`config.mk`:
```
export PLATFORM = sky130hd
export DESIGN_NAME = seg_scan_driver
export DESIGN_NICKNAME = d
export VERILOG_FILES = /design/src/rtl/seg_disp_pkg.sv /design/src/rtl/seg_hex_decoder.sv /design/src/rtl/seg_scan_driver.sv
export SDC_FILE = /design/constraint.sdc
export NUM_CORES = 1
export LEC_CHECK = 0
export BUFFER_PORTS_ARGS = -buffer_cell sky130_fd_sc_hd__buf_2
export CORE_ASPECT_RATIO = 0.75
export CORE_MARGIN = 2
export CORE_UTILIZATION = 50
export CTS_CLUSTER_SIZE = 16
export DETAILED_ROUTE_END_ITERATION = 10
export PLACE_DENSITY = 0.73
export SKIP_LAST_GASP = 1
export SLEW_MARGIN = 20
export SYNTH_ARGS = -nofsm -noshare
export SYNTH_HDL_FRONTEND = slang
export SYNTH_SLANG_ARGS = --single-unit
```
`constraint.sdc`:
```
create_clock -name clk -period 5.1 [get_ports clk]
set_clock_uncertainty 0.05 [all_clocks]
set_input_delay 1.02 -clock clk [delete_from_list [all_inputs] [get_ports clk]]
set_output_delay 1.02 -clock clk [all_outputs]
set_load 0.005 [all_outputs]
```
`src/rtl/seg_disp_pkg.sv`:
```
// Shared constants and helpers for the multiplexed 7-segment scan driver.
package seg_disp_pkg;

  localparam logic [6:0] SEG_BLANK = 7'h7F;

  // Active-low cathode pattern {g,f,e,d,c,b,a}; code F shows "F", never blank.
  function automatic logic [6:0] hex_to_seg(input logic [3:0] hex);
    logic [6:0] seg;
    case (hex)
      4'h0: seg = 7'b1000000;
      4'h1: seg = 7'b1111001;
      4'h2: seg = 7'b0100100;
      4'h3: seg = 7'b0110000;
      4'h4: seg = 7'b0011001;
      4'h5: seg = 7'b0010010;
      4'h6: seg = 7'b0000010;
      4'h7: seg = 7'b1111000;
      4'h8: seg = 7'b0000000;
      4'h9: seg = 7'b0010000;
      4'hA: seg = 7'b0001000;
      4'hB: seg = 7'b0000011;
      4'hC: seg = 7'b1000110;
      4'hD: seg = 7'b0100001;
      4'hE: seg = 7'b0000110;
      default: seg = 7'b0001110;
    endcase
    return seg;
  endfunction

  function automatic int on_unit(input int slot_cycles, input int dead_cycles);
    return (slot_cycles - dead_cycles) / 16;
  endfunction

endpackage

```
`src/rtl/seg_hex_decoder.sv`:
```
// Combinational hex-to-7-segment decoder.
module seg_hex_decoder
  import seg_disp_pkg::*;
(
  input  logic [3:0] hex,
  output logic [6:0] seg
);

  assign seg = hex_to_seg(hex);

endmodule

```
`src/rtl/seg_scan_driver.sv`:
```
// Multiplexed N-digit 7-segment scan driver with PWM brightness, dead time,
// per-digit blank/blink/dp and once-per-frame input snapshots.
module seg_scan_driver
  import seg_disp_pkg::*;
#(
  parameter int N_DIGITS     = 8,
  parameter int SLOT_CYCLES  = 12500,
  parameter int DEAD_CYCLES  = 64,
  parameter int BLINK_FRAMES = 250
) (
  input  logic                  clk,
  input  logic                  rst_n,
  input  logic [4*N_DIGITS-1:0] digits,
  input  logic [N_DIGITS-1:0]   dp,
  input  logic [N_DIGITS-1:0]   blank,
  input  logic [N_DIGITS-1:0]   blink,
  input  logic [3:0]            brightness,
  output logic [6:0]            seg,
  output logic                  dp_n,
  output logic [N_DIGITS-1:0]   an,
  output logic                  frame_start
);

  localparam int SW      = $clog2(SLOT_CYCLES);
  localparam int BW      = SW + 1;
  localparam int DW      = $clog2(N_DIGITS);
  localparam int BCW     = (BLINK_FRAMES > 1) ? $clog2(BLINK_FRAMES) : 1;
  localparam int ON_UNIT = on_unit(SLOT_CYCLES, DEAD_CYCLES);

  logic [SW-1:0]           slot_cnt_q, slot_cnt_d;
  logic [DW-1:0]           digit_idx_q, digit_idx_d;
  logic [BCW-1:0]          blink_cnt_q, blink_cnt_d;
  logic                    blink_wrap_q, blink_wrap_d;
  logic                    blink_off_q, blink_off_d;

  logic [4*N_DIGITS-1:0]   digits_sh_q, digits_sh_d;
  logic [N_DIGITS-1:0]     dp_sh_q, dp_sh_d;
  logic [N_DIGITS-1:0]     blank_sh_q, blank_sh_d;
  logic [N_DIGITS-1:0]     blink_sh_q, blink_sh_d;
  logic [3:0]              brightness_sh_q, brightness_sh_d;

  logic [6:0]              seg_q, seg_d;
  logic                    dp_n_q, dp_n_d;
  logic [N_DIGITS-1:0]     an_q, an_d;
  logic                    frame_start_q, frame_start_d;

  logic                    frame_edge, slot_wrap, frame_end;
  logic                    visible, anode_on;
  logic [BW-1:0]           slot_ext, pwm_bound;
  logic [3:0]              cur_hex;
  logic [6:0]              cur_seg;

  seg_hex_decoder u_hex_decoder (
    .hex (cur_hex),
    .seg (cur_seg)
  );

  // Blink wrap is noted at frame end and applied on the following capture edge.
  always_comb begin
    frame_edge = (slot_cnt_q == '0) && (digit_idx_q == '0);
    slot_wrap  = (slot_cnt_q == SW'(SLOT_CYCLES - 1));
    frame_end  = slot_wrap && (digit_idx_q == DW'(N_DIGITS - 1));

    slot_cnt_d  = slot_wrap ? '0 : slot_cnt_q + SW'(1);
    digit_idx_d = digit_idx_q;
    if (slot_wrap) begin
      digit_idx_d = (digit_idx_q == DW'(N_DIGITS - 1)) ? '0 : digit_idx_q + DW'(1);
    end

    blink_cnt_d  = blink_cnt_q;
    blink_wrap_d = blink_wrap_q;
    blink_off_d  = blink_off_q;
    if (frame_end) begin
      if (blink_cnt_q == BCW'(BLINK_FRAMES - 1)) begin
        blink_cnt_d  = '0;
        blink_wrap_d = 1'b1;
      end else begin
        blink_cnt_d = blink_cnt_q + BCW'(1);
      end
    end
    if (frame_edge && blink_wrap_q) begin
      blink_off_d  = ~blink_off_q;
      blink_wrap_d = 1'b0;
    end

    digits_sh_d     = digits_sh_q;
    dp_sh_d         = dp_sh_q;
    blank_sh_d      = blank_sh_q;
    blink_sh_d      = blink_sh_q;
    brightness_sh_d = brightness_sh_q;
    if (frame_edge) begin
      digits_sh_d     = digits;
      dp_sh_d         = dp;
      blank_sh_d      = blank;
      blink_sh_d      = blink;
      brightness_sh_d = brightness;
    end
  end

  // PWM window compare is done one bit wider than slot_cnt so the bound never wraps.
  always_comb begin
    cur_hex   = digits_sh_q[digit_idx_q*4 +: 4];
    visible   = !blank_sh_q[digit_idx_q] && !(blink_sh_q[digit_idx_q] && blink_off_q);
    slot_ext  = {1'b0, slot_cnt_q};
    pwm_bound = BW'(DEAD_CYCLES + (int'(brightness_sh_q) + 1) * ON_UNIT);
    anode_on  = visible && (slot_ext >= BW'(DEAD_CYCLES)) && (slot_ext < pwm_bound);

    seg_d         = SEG_BLANK;
    dp_n_d        = 1'b1;
    an_d          = '1;
    frame_start_d = frame_edge;
    if (anode_on) begin
      seg_d  = cur_seg;
      dp_n_d = !dp_sh_q[digit_idx_q];
      for (int i = 0; i < N_DIGITS; i++) begin
        an_d[i] = (digit_idx_q != DW'(i));
      end
    end
  end

  always_ff @(posedge clk or negedge rst_n) begin
    if (!rst_n) begin
      slot_cnt_q      <= '0;
      digit_idx_q     <= '0;
      blink_cnt_q     <= '0;
      blink_wrap_q    <= 1'b0;
      blink_off_q     <= 1'b0;
      digits_sh_q     <= '0;
      dp_sh_q         <= '0;
      blank_sh_q      <= '1;
      blink_sh_q      <= '0;
      brightness_sh_q <= '0;
      seg_q           <= SEG_BLANK;
      dp_n_q          <= 1'b1;
      an_q            <= '1;
      frame_start_q   <= 1'b0;
    end else begin
      slot_cnt_q      <= slot_cnt_d;
      digit_idx_q     <= digit_idx_d;
      blink_cnt_q     <= blink_cnt_d;
      blink_wrap_q    <= blink_wrap_d;
      blink_off_q     <= blink_off_d;
      digits_sh_q     <= digits_sh_d;
      dp_sh_q         <= dp_sh_d;
      blank_sh_q      <= blank_sh_d;
      blink_sh_q      <= blink_sh_d;
      brightness_sh_q <= brightness_sh_d;
      seg_q           <= seg_d;
      dp_n_q          <= dp_n_d;
      an_q            <= an_d;
      frame_start_q   <= frame_start_d;
    end
  end

  assign seg         = seg_q;
  assign dp_n        = dp_n_q;
  assign an          = an_q;
  assign frame_start = frame_start_q;

endmodule

```
; After elaboration in Yosys (flattened, before gate mapping)
; Memories as Yosys holds them, arrays and structs flattened.
; Cells that the tools add are included.
[word_totals]
register_bits = 104
mem_bits_ro = 112
out_inout_bits = 17
wordCells = 67
mem_count = 1
[op_classes]
add_sub_neg = 5
n_mul = 1
order_cmp = 3
n_eq_ne = 10
shifts = 1
muxes = 15
bitwise = 1
reduce_logical = 16
[mem_list]
columns = memory, words, width, rd, rd_ports_with_merged_regs, write_ports, line_no
row1 = (name not given), 16, 7, 1, 0, 0, seg_disp_pkg.sv:9  ; case (hex)
[ops]
columns = cell, n
row1 = $shiftx 32x6->4, 1
row2 = $mux 8, 2
row3 = $add 7x15->15 const A, 1
row4 = $lt 14x15->1, 1
row5 = $mul 5x10->15 const B, 1
row6 = $add 14x1->14 const B, 1
row7 = $eq 14x14->1 const B, 1
row8 = $ge 14x7->1 const B, 1
row9 = $logic_not 14->1, 1
row10 = $mux 14, 1
row11 = $ne 3x3->1 const B, 4
row12 = $bmux 1 s3, 3
row13 = $add 8x1->8 const B, 1
row14 = $eq 8x8->1 const B, 1
row15 = $logic_and 1x1->1, 7
row16 = $mux 1, 7
row17 = $mux 7, 1
row18 = $ne 3x2->1 const B, 2
row19 = $add 4x1->5 const B, 1
row20 = $lt 3x4->1 const B, 1
row21 = $reduce_bool 2->1, 2
row22 = $add 3x1->3 const B, 1
row23 = $eq 3x3->1 const B, 1
row24 = $logic_not 1->1, 3
row25 = 6 further kinds, 6

; Longest topological paths before layout
; Gate-level depths: netlist of the first run.
[logic_depth]
depth_word = 8
mapped_depth = 20
mapped_depth_nobuf = 18

; By module
; Synthesis of the first run repeated with hierarchy kept, for this count alone.
[hier_totals]
cells_unflattened = 617
hier_area_um2 = 5844.4
[modules_own_cells]
columns = module, instances, cells_each, area_per_inst_um2, seq_area_each_um2
row1 = seg_scan_driver, 1, 582, 5577.8, 2632.5
row2 = seg_hex_decoder, 1, 35, 266.5, 0.0

; Worst setup path after synthesis of the first run
; Ideal clock, no wire load.
[synth_timing]
path_type = reg2reg
startpoint = register brightness_sh_q[0]
endpoint = register an_q[5], in the netlist an[5]
setup_time_ps = 97
arrival_time_ps = 3844
required_time_ps = 4953
path_slack_ps = 1109
path_stages_with_launch = 20
n_path_buf = 2
synth_period_minus_slack_ps = 3991
cell_sequence = dfrtp_1 -> buf_2 -> inv_1 -> ha_1 -> ha_1 -> ha_1 -> ha_1 -> inv_1 -> fa_1 -> nor3b_1 -> a21oi_1 -> nor2_1 -> a21o_1 -> a21oi_1 -> xnor2_1 -> ha_1 -> or2_2 -> a31oi_4 -> buf_4 -> nand3_1
[synth_via]
elab_chain_cells = 6
[synth_rtl]
columns = element, line_no
row1 = start: declaration, seg_scan_driver.sv:40  ; logic [3:0] brightness_sh_q, brightness_sh_d;
row2 = start signal: assignment, seg_scan_driver.sv:147  ; brightness_sh_q <= brightness_sh_d;
row3 = $add 4x1->5, seg_scan_driver.sv:105  ; pwm_bound = BW'(DEAD_CYCLES + (int'(brightness_sh_q) + 1) * ON_UNIT);
row4 = $mul 5x10->15, seg_scan_driver.sv:105
row5 = $add 7x15->15, seg_scan_driver.sv:105
row6 = $lt 14x15->1, seg_scan_driver.sv:106  ; anode_on = visible && (slot_ext >= BW'(DEAD_CYCLES)) && (slot_ext < pwm_bound);
row7 = $logic_and 1x1->1, seg_scan_driver.sv:106
row8 = $mux 8, seg_scan_driver.sv:112  ; if (anode_on) begin
row9 = net an_d[5], seg_scan_driver.sv:44  ; logic [N_DIGITS-1:0] an_q, an_d;
row10 = end signal: assignment, seg_scan_driver.sv:150  ; an_q <= an_d;
row11 = end: declaration, seg_scan_driver.sv:44
; The timed path passes the listed nets, and every way through them passes these cells.
; A chain may end at the register's enable or synchronous reset.

; Final worst setup path of the first run
[layout_timing]
startpoint = register brightness_sh_q[0]
endpoint = register seg_q[5], in the netlist seg[5]
[layout_via]
elab_chain_cells = 6
[layout_rtl]
columns = element, line_no
row1 = $add 4x1->5, seg_scan_driver.sv:105
row2 = $mul 5x10->15, seg_scan_driver.sv:105
row3 = $add 7x15->15, seg_scan_driver.sv:105
row4 = $lt 14x15->1, seg_scan_driver.sv:106
row5 = $logic_and 1x1->1, seg_scan_driver.sv:106
row6 = $mux 7, seg_scan_driver.sv:112
row7 = net seg_d[5], seg_scan_driver.sv:42  ; logic [6:0] seg_q, seg_d;
row8 = end signal: assignment, seg_scan_driver.sv:148  ; seg_q <= seg_d;
row9 = end: declaration, seg_scan_driver.sv:42
; The timed path passes the listed nets, and every way through them passes these cells.

==> results.sh, run 1 <==
export IMPL_seq_area_frac_synth_pct=46.8
export IMPL_highest_layer="met4"
export IMPL_drtPass1Iterations=4
export IMPL_fill_cells=936
export IMPL_rsz0062_at_grt="false"
export IMPL_hold_path_endpoint="blank_sh_q[5]"
export IMPL_path_delay_family="adder cells"
export IMPL_synth_edf_count=0
export IMPL_worstSetupPathType="flop to flop"
export IMPL_status="finished, final reports clean"
export IMPL_synth_top_area_share_pct=35.6
export IMPL_tightest_slew_ns=0.876
export IMPL_drt_met1_wl_um=5840
export IMPL_die_area_um2=12100
export IMPL_synth_simple_gate_area_share_pct=21.6
export IMPL_synthMuxAreaShare_pct=6.89
export IMPL_leakage_nw=3.11
export IMPL_cts_tree="done"
export IMPL_grt_pass1_vias=4301
export IMPL_crit_chain="inv_1 -> ha_1 -> ha_1 -> ha_1 -> ha_1 -> inv_1 -> fa_1 -> nor3b_1 -> a21oi_1 -> nor2_1 -> a21o_1 -> a21oi_1 -> xnor2_1 -> ha_1 -> or2_2 -> a31oi_4 -> o221ai_1"
export IMPL_place_port_buffers=78
export IMPL_ys_dominant_reg_cell="dfrtp_1"
export IMPL_start_kind="flop"
export IMPL_max_freq_ghz=0.216
export IMPL_syn_area_per_cell_um2=9.62
export IMPL_reg2regPathDepth=17
export IMPL_num_vias=4272
export IMPL_n_antenna_cell=0
export IMPL_yosysUniqueCellTypes=51
export IMPL_cts_hold_buffers_added=0
export IMPL_synthAdderAreaFrac_pct=10.6
export IMPL_regToRegSetupSlack_ns=0.48
export IMPL_grt_max_degree=83
export IMPL_synthCells=585
export IMPL_die_w_um=127
export IMPL_max_slew_margin_pct=41.2
export IMPL_grt_pass1_wl_um=20900
export IMPL_syn_nets=694
export IMPL_viasPerCell=5.34
export IMPL_cts_setup_buffers=0
export IMPL_power_density_nw_per_um2=282
export IMPL_pin_count=79
export IMPL_pre_cts_ws_ns=0.429
export IMPL_path_max_fanout=16
export IMPL_grtUsageTotal_pct=21.7
export IMPL_peakVddDrop_mv=0.180
export IMPL_wl_met2_um=5810
export IMPL_antenna_found_initial=0
export IMPL_syn_cell_area_um2=5630
export IMPL_r2r_start="brightness_sh_q[0]"
export IMPL_yosys_register_bits=104
export IMPL_wl_um=12400
export IMPL_synth_area_leader_cell="dfrtp_1"
export IMPL_core_um2=10900
export IMPL_arrival_ns=4.80
export IMPL_rr_endpoint="seg[5]"
export IMPL_synthXorXnorAreaFrac_pct=4.18
export IMPL_start_util_pct=51.4
export IMPL_cts_resized=0
export IMPL_antenna_left=0
export IMPL_stdcell_count=800
export IMPL_maxSlewViolCount=0
export IMPL_synth_compound_area_share_pct=6.38
export IMPL_hp_start="blank_sh_q[5]"
export IMPL_finalSetupTns_ns=0
export IMPL_setup_slack_ns=0.475
export IMPL_timing_max_cap_violations=0
export IMPL_total_power_mw=1.82
export IMPL_cts_sinks=104
export IMPL_clk_pin_slew_ns=0.07
export IMPL_numCtsBuffers=9
export IMPL_drt_iter0_markers=254
export IMPL_synthArstFlopShare_pct=100
export IMPL_path_buf_inv=2
export IMPL_routedWlPerCell_um=15.5
export IMPL_min_path_type="flop to flop"
export IMPL_h_tree_depth=3
export IMPL_period_share_pct=90.7
export IMPL_synth_area_leaders="dfrtp_1 36%, nand2_1 14%, dfstp_2 11%"
export IMPL_end_kind="flop"
export IMPL_finalCriticalPeriod_ns=4.62
export IMPL_syn2layout_area_growth_pct=14.8
export IMPL_finalHoldViolCount=0
export IMPL_final_common_cell="nand2_1"
export IMPL_finalSetupViolations=0
export IMPL_critical_path_most_common_cell="ha_1"
export IMPL_crit_required_ns=5.28
export IMPL_overflow=0
export IMPL_worstHoldPathCells=2
export IMPL_clock_latency_ns=0.34
export IMPL_drc_errors=0
export IMPL_rows=33
export IMPL_fin_nets=764
export IMPL_cpPeakStageDelay_ns=0.55
export IMPL_wl_met3_um=665
export IMPL_crit_slowest_cell="dfrtp_1"
export IMPL_final_cell_mix="211 x nand2_1, 80 x dfrtp_1, 77 x buf_2"
export IMPL_post_route_cells_drive_above_1_share_pct=23.0
export IMPL_cts_root_buf="clkbuf_16"
export IMPL_gp_congestion=0.834
export IMPL_yosysWarnings=0
export IMPL_die_h_um=95.9
export IMPL_placed_cells=784
export IMPL_dpl_hpwl_um=8930
export IMPL_cts_path_max_buffers=2
export IMPL_synth_top_family_by_area="simple AND/OR/NAND/NOR gates"
[where the power goes]
| part | switching, mW | internal, mW |
|---|---|---|
| clock | 0.302 | 0.471 |
| combinational | 0.102 | 0.0804 |
| sequential | 0.0155 | 0.852 |
| total | 0.419 | 1.40 |
[synth_stat cells (all sizes together) (5+ instances only)]
library cell and n:
a31oi 5, mux4 14, o21ai 20, xnor2 10
clkbuf 9, nand2 212, dfrtp 80, xor2 16
nor2 22, inv 21, buf 15, ha 46
dfstp 24, a21oi 8, nand3 18, mux2i 5
nor2b 5
[final cells by class]
type / count / area [um^2] / share of cell area, %
flip-flops and latches: 104 / 2630 / 40.8
repair buffers: 83 / 434 / 6.72
inverters: 21 / 78.8 / 1.22
multi-input cells: 436 / 2800 / 43.3
well taps: 140 / 175 / 2.71
clock buffers: 12 / 267 / 4.13
clock inverters: 4 / 73.8 / 1.14
[layer usage]
layer | vias to the layer above | GRT usage, %
met5 | - | 0
met4 | 0 | 5.13
met3 | 8 | 4.28
met2 | 113 | 34.6
met1 | 2066 | 31.1
li1 | 2085 | -
[worst max path at each step]
stage	start	end	slack [ns]	cells after the start
floorplan	brightness_sh_q[0]	an[5]	1.11	19
global placement	brightness_sh_q[0]	seg[6]	0.71	17
detailed placement	brightness_sh_q[0]	seg[5]	0.43	17
CTS	brightness_sh_q[0]	seg[5]	0.44	17
global route	brightness_sh_q[0]	seg[5]	0.12	17
finish	brightness_sh_q[0]	seg[5]	0.48	17
[tightest hold or removal path: stages (launching register included)]
cell and delay [ns]:
dfstp_2 0.37, nand2_1 0.05, nand2_1 0.05
[cells by family after synthesis]
| logic type | after synthesis |
|---|---|
| AND/OR/NAND/NOR | 287 |
| flip-flops | 104 |
| AO/OA/AOI/OAI | 55 |
| adder cells (fa/ha/maj) | 47 |
| buffers and inverters | 45 |
| XOR/XNOR | 26 |
| multiplexers | 21 |
[sequential cells by signal, summed over array words and instances (netlist names), 3 cells and up]
register and count:
seg 7, dp_sh_q 8, blink_cnt_q 8, brightness_sh_q 4, slot_cnt_q 14, blink_sh_q 8
digits_sh_q 32, blank_sh_q 8, an 8, digit_idx_q 3
[through the flow]
stage	cell area, um^2	hold WS, ns	utilization (%)
final	6460	0.412	59.0
after global placement	6110	0.395	55.9
after CTS	6450	0.411	59.0
after global routing	6460	0.426	59.0
after floorplan	5630	0.387	-
after detailed placement	6110	0.401	55.9
(Power assumes the default switching activity.)
==> run 2: changes to the inputs <==
Settings changed: CTS_BUF_LIST set to sky130_fd_sc_hd__clkbuf_8.
==> run 2 against run 1 <==
Design area fell by 1.6%. Routed wire length fell by 1.7%. Setup slack got worse by 0.033 ns. First-iteration DRC count rose by 7.9%. Non-clock buffer count did not move. Sequential power barely moved. Sequential share of layout area rose by 0.65 points. Register-to-register slack got worse by 0.03 ns. Cell count did not move. Via count rose by 0.63%. Hold slack improved by 0.0035 ns. Highest routed layer unchanged.
==> results.sh, run 2 (same netlist as run 1, synthesis figures left out) <==
export IMPL_maxSlewViolCount=0
export IMPL_power_density_nw_per_um2=259
export IMPL_cts_hold_buffers_added=0
export IMPL_status="finished, final reports clean"
export IMPL_finalCriticalPeriod_ns=4.66
export IMPL_post_route_cells_drive_above_1_share_pct=23.0
export IMPL_tightest_slew_ns=0.863
export IMPL_cts_resized=0
export IMPL_largest_reg_flops=32
export IMPL_cts_path_max_buffers=2
export IMPL_final_common_cell="nand2_1"
export IMPL_finalSetupTns_ns=0
export IMPL_max_freq_ghz=0.215
export IMPL_highest_layer="met4"
export IMPL_leakage_nw=3.07
export IMPL_period_share_pct=91.3
export IMPL_placed_area_um2=6110
export IMPL_timing_max_cap_violations=0
export IMPL_n_antenna_cell=0
export IMPL_grt_max_degree=83
export IMPL_crit_slowest_cell="dfrtp_1"
export IMPL_intPower_mw=1.25
export IMPL_drc_errors=0
export IMPL_rows=33
export IMPL_overflow=0
export IMPL_min_path_type="flop to flop"
export IMPL_end_kind="flop"
export IMPL_regMostFlops="digits_sh_q"
export IMPL_syn2layout_area_growth_pct=13.0
export IMPL_die_w_um=127
export IMPL_wl_met3_um=678
export IMPL_clock_power_share_pct=36.4
export IMPL_switching_power_uw=400
export IMPL_rsz0062_at_grt="false"
export IMPL_p_sw_share_pct=24.2
export IMPL_start_util_pct=51.4
export IMPL_cts_root_buf="clkbuf_8"
export IMPL_core_um2=10900
export IMPL_seqPwrFrac_pct=52.5
export IMPL_drt_iter0_markers=274
export IMPL_cpPeakStageDelay_ns=0.56
export IMPL_clk_pin_slew_ns=0.10
export IMPL_design_area_um2=6360
export IMPL_final_cell_mix="211 x nand2_1, 80 x dfrtp_1, 77 x buf_2"
export IMPL_antenna_found_initial=0
export IMPL_start_kind="flop"
export IMPL_drt_met1_wl_um=5680
export IMPL_grt_pass1_wl_um=20600
export IMPL_fill_cells=947
export IMPL_path_max_fanout=16
export IMPL_worstSetupPathType="flop to flop"
export IMPL_cts_setup_buffers=0
export IMPL_arrival_ns=4.87
export IMPL_critical_path_most_common_cell="ha_1"
export IMPL_grtUsageTotal_pct=21.4
export IMPL_comb_power_share_pct=11.0
export IMPL_max_slew_margin_pct=42.5
export IMPL_numCtsBuffers=9
export IMPL_path_delay_family="adder cells"
export IMPL_wl_um=12200
export IMPL_routedWlPerCell_um=15.3
export IMPL_cts_sinks=104
export IMPL_die_h_um=95.9
export IMPL_viasPerCell=5.37
export IMPL_drtPass1Iterations=4
export IMPL_clock_latency_ns=0.37
export IMPL_cts_tree="done"
export IMPL_finalHoldViolCount=0
export IMPL_wl_met2_um=5730
export IMPL_fin_nets=764
export IMPL_peakVddDrop_mv=0.142
export IMPL_h_tree_depth=3
export IMPL_top_regs="digits_sh_q x32, slot_cnt_q x14"
export IMPL_num_vias=4299
export IMPL_pin_count=79
export IMPL_crit_chain="inv_1 -> ha_1 -> ha_1 -> ha_1 -> ha_1 -> inv_1 -> fa_1 -> nor3b_1 -> a21oi_1 -> nor2_1 -> a21o_1 -> a21oi_1 -> xnor2_1 -> ha_1 -> or2_2 -> a31oi_4 -> o221ai_1"
export IMPL_grt_pass1_vias=4245
export IMPL_place_port_buffers=78
export IMPL_dpl_hpwl_um=8930
export IMPL_gp_congestion=0.834
export IMPL_finalSetupViolations=0
export IMPL_path_buf_inv=2
export IMPL_regToRegSetupSlack_ns=0.44
export IMPL_die_area_um2=12100
export IMPL_antenna_left=0
export IMPL_crit_required_ns=5.31
==> run 2: cell count changes in the layout (fill, tap and decap cells not counted) <==
cell       previous run  this run
clkbuf_16             9         0
clkbuf_8              3        12
==> run 2: path summary, 6_finish.rpt <==
kind,startpoint,end,cells after the start
min reg2reg,blank_sh_q[5],blank_sh_q[5],2
max in group asynchronous,rst_n,seg[3],2
min in group asynchronous,rst_n,slot_cnt_q[10],1
max,brightness_sh_q[0],seg[5],17
min,blank_sh_q[5],blank_sh_q[5],2
max reg2reg,brightness_sh_q[0],seg[5],17
==> run 2: power groups by stage <==
stage / Sequential, mW / Combinational (mW) / Clock [mW]
after floorplan: 0.876 / 0.114 / 0
after global placement: 0.880 / 0.172 / 0
after detailed placement: 0.882 / 0.181 / 0
after CTS: 0.867 / 0.183 / 0.610
after global routing: 0.870 / 0.209 / 0.642
final: 0.867 / 0.182 / 0.601
==> run 2: final cells by class <==
cell class | count | area [um^2] | area share, %
clock buffer | 12 | 165 | 2.60
clock inverter | 4 | 73.8 | 1.16
inverter | 21 | 78.8 | 1.24
multi-input combinational | 436 | 2800 | 44.0
sequential | 104 | 2630 | 41.4
tap | 140 | 175 | 2.75
timing repair buffer | 83 | 434 | 6.83
==> run 2: stage by stage <==
| stage | setup WS (ns) | total power, mW | cells | hold slack (ns) | utilization (%) |
|---|---|---|---|---|---|
| floorplan | 1.11 | 0.989 | 585 | 0.387 | - |
| CTS | 0.396 | 1.66 | 800 | 0.415 | 58.0 |
| global placement | 0.714 | 1.05 | 784 | 0.395 | 55.9 |
| detailed placement | 0.429 | 1.06 | 784 | 0.401 | 55.9 |
| global route | 0.0881 | 1.72 | 800 | 0.430 | 58.1 |
| finish | 0.442 | 1.65 | 800 | 0.416 | 58.1 |
==> run 2: worst register-to-register path, stage by stage (launching register included) <==
cell      delay (ns)
dfrtp_1         0.56
inv_1           0.16
ha_1            0.40
ha_1            0.21
ha_1            0.28
ha_1            0.19
inv_1           0.06
fa_1            0.40
nor3b_1         0.36
a21oi_1         0.12
nor2_1          0.17
a21o_1          0.14
a21oi_1         0.07
xnor2_1         0.18
ha_1            0.26
or2_2           0.30
a31oi_4         0.42
o221ai_1        0.23
==> run 2: metal layers <==
| metal | global-route usage (%) | vias up |
|---|---|---|
| met2 | 33.2 | 123 |
| met1 | 31.0 | 2086 |
| met4 | 5.04 | 0 |
| met3 | 4.67 | 11 |
| li1 | - | 2079 |
| met5 | 0 | - |
